**config.mk**
```make
export PLATFORM = sky130hd
export DESIGN_NAME = edge_detector_bank
export DESIGN_NICKNAME = d
export VERILOG_FILES = /design/src/rtl/edge_detector_bank.sv
export SDC_FILE = /design/constraint.sdc
export NUM_CORES = 1
export LEC_CHECK = 0
export CORE_MARGIN = 5
export CORE_UTILIZATION = 25
export DETAILED_ROUTE_END_ITERATION = 10
export PLACE_DENSITY = 0.47
export SLEW_MARGIN = 20
export SYNTH_ARGS = -nofsm -noshare
export SYNTH_HDL_FRONTEND = slang
export SYNTH_SLANG_ARGS = --single-unit
```
**constraint.sdc**
```tcl
create_clock -name clk -period 1.52 [get_ports clk]
set_input_delay 0.38 -clock clk [delete_from_list [all_inputs] [get_ports clk]]
set_output_delay 0.38 -clock clk [all_outputs]
set_load 0.05 [all_outputs]
```
**src/rtl/edge_detector_bank.sv**
```systemverilog
// edge_detector_bank: per-channel synchroniser, debounce filter and
// programmable edge pulse generator (rising / falling / both / disabled).
// Optional sticky pending flags with interrupt: define EDGE_STICKY_EN.
module edge_detector_bank #(
    parameter int unsigned CHANNELS        = 4,
    parameter int unsigned SYNC_STAGES     = 2,
    parameter int unsigned DEBOUNCE_CYCLES = 4
) (
    input  logic                    clk,
    input  logic                    rst,
    input  logic [CHANNELS-1:0]     sigin,
    input  logic [2*CHANNELS-1:0]   mode,
    input  logic [CHANNELS-1:0]     clr,
    output logic [CHANNELS-1:0]     level,
    output logic [CHANNELS-1:0]     sigout,
    output logic [CHANNELS-1:0]     pend,
    output logic                    irq
);

    localparam int unsigned CW = $clog2(DEBOUNCE_CYCLES) + 1;

    logic [CHANNELS-1:0] sync_q [SYNC_STAGES];
    logic [CW-1:0]       cnt_q  [CHANNELS];
    logic [CW-1:0]       cnt_d  [CHANNELS];
    logic [CHANNELS-1:0] level_d;
    logic [CHANNELS-1:0] sigout_d;
    logic [CHANNELS-1:0] s;

    assign s = sync_q[SYNC_STAGES-1];

    // Input synchroniser chains, one bit per channel per stage
    always_ff @(posedge clk or posedge rst) begin
        if (rst) begin
            for (int k = 0; k < SYNC_STAGES; k++) begin
                sync_q[k] <= '0;
            end
        end else begin
            sync_q[0] <= sigin;
            for (int k = 1; k < SYNC_STAGES; k++) begin
                sync_q[k] <= sync_q[k-1];
            end
        end
    end

    // Debounce counters, level update and mode-qualified edge decode
    always_comb begin
        level_d  = level;
        sigout_d = '0;
        for (int i = 0; i < CHANNELS; i++) begin
            cnt_d[i] = cnt_q[i];
        end
        for (int i = 0; i < CHANNELS; i++) begin
            if (s[i] == level[i]) begin
                cnt_d[i] = '0;
            end else if (cnt_q[i] == CW'(DEBOUNCE_CYCLES - 1)) begin
                cnt_d[i]   = '0;
                level_d[i] = s[i];
                // Rising: modes 00/10; falling: modes 01/10; 11 never pulses
                if (s[i]) begin
                    sigout_d[i] = (mode[2*i +: 2] == 2'b00) || (mode[2*i +: 2] == 2'b10);
                end else begin
                    sigout_d[i] = (mode[2*i +: 2] == 2'b01) || (mode[2*i +: 2] == 2'b10);
                end
            end else begin
                cnt_d[i] = cnt_q[i] + CW'(1);
            end
        end
    end

    // Debounce state and registered outputs
    always_ff @(posedge clk or posedge rst) begin
        if (rst) begin
            for (int i = 0; i < CHANNELS; i++) begin
                cnt_q[i] <= '0;
            end
            level  <= '0;
            sigout <= '0;
        end else begin
            for (int i = 0; i < CHANNELS; i++) begin
                cnt_q[i] <= cnt_d[i];
            end
            level  <= level_d;
            sigout <= sigout_d;
        end
    end

`ifdef EDGE_STICKY_EN
    // Sticky pending flags: a new edge wins over a simultaneous clear
    always_ff @(posedge clk or posedge rst) begin
        if (rst) begin
            pend <= '0;
        end else begin
            pend <= (pend & ~clr) | sigout_d;
        end
    end

    assign irq = |pend;
`else
    logic unused_clr;

    assign unused_clr = ^clr;
    assign pend       = '0;
    assign irq        = 1'b0;
`endif

endmodule

```
==> results of run 1 <==
==> cell families after synthesis <==
family                   count (synthesis)  share of synthesized area
flip-flops                              28                     0.6021
AND/OR/NAND/NOR                         24                     0.1957
XOR/XNOR                                 8                    0.06022
buffers and inverters                    6                    0.03548
adder cells (fa/ha/maj)                  4                    0.04301
AO/OA/AOI/OAI                            4                    0.02150
multiplexers                             4                    0.03871
other                                    1                   0.003223
==> through the flow <==
step,hold slack (ns),util
after detailed placement,0.3355,0.3412
after global placement,0.3344,0.3412
after global routing,0.3744,0.3573
after CTS,0.3592,0.3573
after floorplan,0.3312,-
final,0.3558,0.3573
==> worst paths after layout <==
kind                                      startpoint                   end  slack (ns)
min in group asynchronous                        rst   sync_q[6]$_DFF_PP0_        0.43
worst min-delay path             sync_q[4]$_DFF_PP0_        s[0]$_DFF_PP0_        0.36
max in group asynchronous                        rst   sigout[1]$_DFF_PP0_        0.94
worst min register to register   sync_q[4]$_DFF_PP0_        s[0]$_DFF_PP0_        0.36
worst max register to register    cnt_q[6]$_DFF_PP0_  level[1]$_DFFE_PP0P_        0.31
worst max-delay path            level[3]$_DFFE_PP0P_              level[3]        0.22
==> power by group through the flow <==
stage	Sequential (mW)	Clock (mW)	Combinational (mW)
6_report	1.05	0.571	0.914
5_1_grt	1.08	0.644	0.991
4_1_cts	1.06	0.600	0.933
3_5_place_dp	1.07	0	0.929
3_3_place_gp	1.07	0	0.914
2_1_floorplan	1.22	0	0.377
==> area by class of cell <==
| class | instances | area (µm²) | area share |
|---|---|---|---|
| Sequential cell | 28 | 700.7 | 0.4413 |
| Multi-Input combinational cell | 49 | 436.7 | 0.2750 |
| Timing Repair Buffer | 22 | 310.3 | 0.1954 |
| Tap cell | 52 | 65.06 | 0.04098 |
| Clock buffer | 3 | 41.29 | 0.02600 |
| Clock inverter | 1 | 30.03 | 0.01891 |
| Inverter | 1 | 3.754 | 0.002364 |
==> flip-flops by register name, indices dropped and copies added (netlist names) <==
signal  count
cnt_q      12
sync_q      4
level       4
sigout      4
s           4
==> metal layers <==
metal,GRT usage,vias to the layer above,part of all wire
li1,-,318,-
met3,0.03661,2,0.082
met4,0.02098,0,0.010
met5,0,-,0
met2,0.08904,18,0.44
met1,0.07900,306,0.46
==> cells in the mapped netlist (all sizes together) <==
cell type / number
nor3b: 6
o22ai: 4
nand4bb: 8
nor2b: 6
buf: 5
conb: 1
nor3: 4
mux2: 4
xnor2: 8
dfrtp: 28
ha: 4
inv: 1
==> impl_metrics.env, run 1 <==
export IMPL_crit_cells=1
export IMPL_path_delay_family="flip-flops"
export IMPL_grt_pass1_vias=670
export IMPL_holdPathStages=0
export IMPL_fillers=432
export IMPL_synth_avg_cell_area_um2=14.73
export IMPL_ios=31
export IMPL_critical_path_class="flip-flop to primary output"
export IMPL_drv_slew=0
export IMPL_fmax_mhz=771.8
export IMPL_finalSetupTns_ns=0
export IMPL_synth_area_leaders="dfrtp_1 (60%), nand4bb_1 (7.7%), xnor2_1 (6.0%)"
export IMPL_grt_setup_unrepaired="false"
export IMPL_rows=24
export IMPL_avgViaCountPerCell=4.128
export IMPL_diodes=0
export IMPL_drtAntennaViolNets=0
export IMPL_power_net_switching_mw=0.8024
export IMPL_syn_inst=79
export IMPL_reg2regPathDepth=3
export IMPL_maxCapViolations=0
export IMPL_worstPathRequired_ns=1.14
export IMPL_fin_crit_ns=1.296
export IMPL_die_h_um=78.23
export IMPL_p_total_mw=2.537
export IMPL_setup_viol=0
export IMPL_crit_chain="buf_12"
export IMPL_layout_common_cells="dfrtp_1 (28), clkdlybuf4s50_1 (13), buf_12 (9)"
export IMPL_dpl_cell_count=152
export IMPL_cp_max_fo=5
export IMPL_synth_seq_cells=28
export IMPL_critPathArrivalTime_ns=0.92
export IMPL_cp_end_kind="primary output"
export IMPL_final_common_cell="dfrtp_1"
export IMPL_cp_start_kind="flip-flop"
export IMPL_htreeDepth=1
export IMPL_coreArea_um2=4444
export IMPL_fp_dieArea_um2=6119
export IMPL_ys_warn_count=0
export IMPL_critPathSlowestCell="dfrtp_1"
export IMPL_cts_hold_buf=0
export IMPL_crit_buf_inv=1
export IMPL_status="finished clean"
export IMPL_p_leak_nw=0.6692
export IMPL_gp_congestion=0.7132
export IMPL_grt_pass1_wl_um=3008
export IMPL_period_share=0.8524
export IMPL_initial_core_util=0.2618
export IMPL_power_density_nw_per_um2=1598
export IMPL_area_delta_synth_final_pct=36.45
export IMPL_numCtsBuffers=3
export IMPL_drtIter0Drc=14
export IMPL_dieWidth_um=78.23
export IMPL_hold_viol=0
export IMPL_p_seq_frac=0.414
export IMPL_overflow=0
export IMPL_p_comb_frac=0.360
export IMPL_ys_types=15
export IMPL_swShare=0.3163
export IMPL_syn_area_um2=1164
export IMPL_clk_pin_slew_ns=0.09
export IMPL_setup_ws_ns=0.2243
export IMPL_irDropWorstVdd_mv=0.8534
export IMPL_synth_top_area_share=0.6022
export IMPL_wl_per_cell_um=10.69
export IMPL_intPower_mw=1.735
export IMPL_synth_top_cell_by_area="dfrtp_1"
export IMPL_hpwl_um=1276
export IMPL_clkSinkCount=28
export IMPL_place_area_um2=1516
export IMPL_ys_seq_area_frac=0.6022
export IMPL_root_buffer="clkbuf_8"
export IMPL_vias=644
export IMPL_finalNetCount=127
export IMPL_fin_area_um2=1588
export IMPL_cts_setup_buffers=0
export IMPL_clkLatencyLatePin_ns=0.27
export IMPL_drt_first_pass_iters=2
export IMPL_fin_cells=156
export IMPL_wl_um=1667
export IMPL_clk_path_buf_depth=2
export IMPL_portBuffers=21
export IMPL_cts_resized=0
export IMPL_clock_skew_ns=0.004929
export IMPL_tritoncts="built"
export IMPL_hold_class="flip-flop to flip-flop"
export IMPL_p_clk_frac=0.225
export IMPL_drive_gt1_frac=0.1827
export IMPL_grt_max_degree=29
export IMPL_track_usage=0.06258
export IMPL_drc=0
export IMPL_place_ws_ns=0.2955
export IMPL_slowest_delay_ns=0.46
export IMPL_antenna_found_initial=0
Power figures use the tool's default switching activity.
==> run 2: changes to the inputs <==
--- a/config.mk
+++ b/config.mk
@@ -5,6 +5,7 @@
 export SDC_FILE = /design/constraint.sdc
 export NUM_CORES = 1
 export LEC_CHECK = 0
+export ABC_CLOCK_PERIOD_IN_PS = 1520
 export CORE_MARGIN = 5
 export CORE_UTILIZATION = 25
 export DETAILED_ROUTE_END_ITERATION = 10
==> results of run 2 <==
The final DEF is identical to that of run 1; final timing and power are the same.
==> run 3: changes to the inputs <==
--- a/config.mk
+++ b/config.mk
@@ -9,6 +9,7 @@
 export CORE_MARGIN = 5
 export CORE_UTILIZATION = 25
 export DETAILED_ROUTE_END_ITERATION = 10
+export MAX_ROUTING_LAYER = met4
 export PLACE_DENSITY = 0.47
 export SLEW_MARGIN = 20
 export SYNTH_ARGS = -nofsm -noshare
==> impl_metrics.env, run 3 (synthesis results as in run 1) <==
export IMPL_status="finished clean"
export IMPL_hold_class="flip-flop to flip-flop"
export IMPL_final_common_cell="dfrtp_1"
export IMPL_rows=24
export IMPL_irDropWorstVdd_mv=0.8554
export IMPL_tritoncts="built"
export IMPL_avgViaCountPerCell=4.141
export IMPL_htreeDepth=1
export IMPL_area_delta_synth_final_pct=36.45
export IMPL_fin_crit_ns=1.295
export IMPL_power_density_nw_per_um2=1599
export IMPL_cp_max_fo=5
export IMPL_finalNetCount=127
export IMPL_p_leak_nw=0.6692
export IMPL_whs_ns=0.3562
export IMPL_coreArea_um2=4444
export IMPL_layout_common_cells="dfrtp_1 (28), clkdlybuf4s50_1 (13), buf_12 (9)"
export IMPL_clkSinkCount=28
export IMPL_period_share=0.8521
export IMPL_ios=31
export IMPL_grt_max_degree=29
export IMPL_cp_start_kind="flip-flop"
export IMPL_drt_first_pass_iters=2
export IMPL_clk_pin_slew_ns=0.10
export IMPL_dieWidth_um=78.23
export IMPL_clk_path_buf_depth=2
export IMPL_diodes=0
export IMPL_drc=0
export IMPL_worstPathRequired_ns=1.14
export IMPL_seqCellArea_um2=700.7
export IMPL_intPower_mw=1.735
export IMPL_swShare=0.3166
export IMPL_slowest_delay_ns=0.46
export IMPL_crit_buf_inv=1
export IMPL_crit_chain="buf_12"
export IMPL_maxCapViolations=0
export IMPL_critPathSlowestCell="dfrtp_1"
export IMPL_fillers=432
export IMPL_largest_register_ffs=12
export IMPL_numCtsBuffers=3
export IMPL_fmax_mhz=772.1
export IMPL_overflow=0
export IMPL_cts_hold_buf=0
export IMPL_grt_setup_unrepaired="false"
export IMPL_p_total_mw=2.538
export IMPL_hold_viol=0
export IMPL_portBuffers=21
export IMPL_root_buffer="clkbuf_8"
export IMPL_clock_skew_ns=0.006457
export IMPL_drtIter0Drc=14
export IMPL_multiInputGateArea_um2=436.7
export IMPL_critPathArrivalTime_ns=0.92
export IMPL_p_clk_frac=0.226
export IMPL_drv_slew=0
export IMPL_fp_dieArea_um2=6119
export IMPL_gp_congestion=0.7214
export IMPL_die_h_um=78.23
export IMPL_path_delay_family="flip-flops"
export IMPL_place_ws_ns=0.2955
export IMPL_initial_core_util=0.2618
export IMPL_clkLatencyLatePin_ns=0.27
export IMPL_critical_path_class="flip-flop to primary output"
export IMPL_drive_gt1_frac=0.1827
export IMPL_setup_ws_ns=0.2248
export IMPL_wl_per_cell_um=10.69
export IMPL_antenna_found_initial=0
export IMPL_p_seq_frac=0.414
export IMPL_hpwl_um=1276
export IMPL_p_comb_frac=0.360
export IMPL_cts_setup_buffers=0
export IMPL_cp_end_kind="primary output"
export IMPL_wl_um=1667
export IMPL_top_register="cnt_q"
export IMPL_power_net_switching_mw=0.8037
export IMPL_utilization=0.3573
export IMPL_grt_pass1_wl_um=3001
export IMPL_finalSetupTns_ns=0
export IMPL_drtAntennaViolNets=0
export IMPL_vias=646
export IMPL_track_usage=0.06444
export IMPL_setup_viol=0
export IMPL_grt_pass1_vias=671
export IMPL_cts_resized=0
==> run 3: layout make-up <==
cell class / instances / area share
Clock buffer: 3 / 0.02600
Clock inverter: 1 / 0.01891
Inverter: 1 / 0.002364
Multi-Input combinational cell: 49 / 0.2750
Sequential cell: 28 / 0.4413
Tap cell: 52 / 0.04098
Timing Repair Buffer: 22 / 0.1954
==> run 3: worst register-to-register path: stages, from the launching register on <==
cell,delay (ns)
dfrtp_1,0.37
ha_1,0.22
nor2b_4,0.19
mux2_1,0.33
==> run 3: power groups by stage <==
stage / logic, mW / clock network (mW) / registers, mW
2_1_floorplan: 0.377 / 0 / 1.22
3_3_place_gp: 0.914 / 0 / 1.07
3_5_place_dp: 0.929 / 0 / 1.07
4_1_cts: 0.933 / 0.600 / 1.06
5_1_grt: 0.990 / 0.644 / 1.08
6_report: 0.914 / 0.573 / 1.05
==> run 3: metal layers <==
layer / part of all wire / vias to the layer above / wire, µm / track usage
met2: 0.44 / 18 / 739 / 0.08904
li1: - / 319 / - / -
met1: 0.47 / 307 / 789 / 0.08043
met5: 0 / - / 0 / -
met3: 0.074 / 2 / 124 / 0.03432
met4: 0.0084 / 0 / 14 / 0.02098
==> run 3: final timing paths <==
kind                                       from              endpoint  slack (ns)  depth (start not counted)
setup / recovery           level[3]$_DFFE_PP0P_              level[3]        0.22                          1
hold / removal              sync_q[4]$_DFF_PP0_        s[0]$_DFF_PP0_        0.36                          0
setup reg to reg             cnt_q[6]$_DFF_PP0_  level[1]$_DFFE_PP0P_        0.31                          3
hold reg to reg             sync_q[4]$_DFF_PP0_        s[0]$_DFF_PP0_        0.36                          0
max in group asynchronous                   rst   sigout[1]$_DFF_PP0_        0.93                          3
min in group asynchronous                   rst   sync_q[7]$_DFF_PP0_        0.43                          3
==> run 3: metrics by stage <==
| step | cells | instance area, µm² |
|---|---|---|
| 2_1_floorplan | 83 | 1179 |
| 5_1_grt | 156 | 1588 |
| 4_1_cts | 156 | 1588 |
| 3_5_place_dp | 152 | 1516 |
| 6_report | 156 | 1588 |
| 3_3_place_gp | 152 | 1516 |
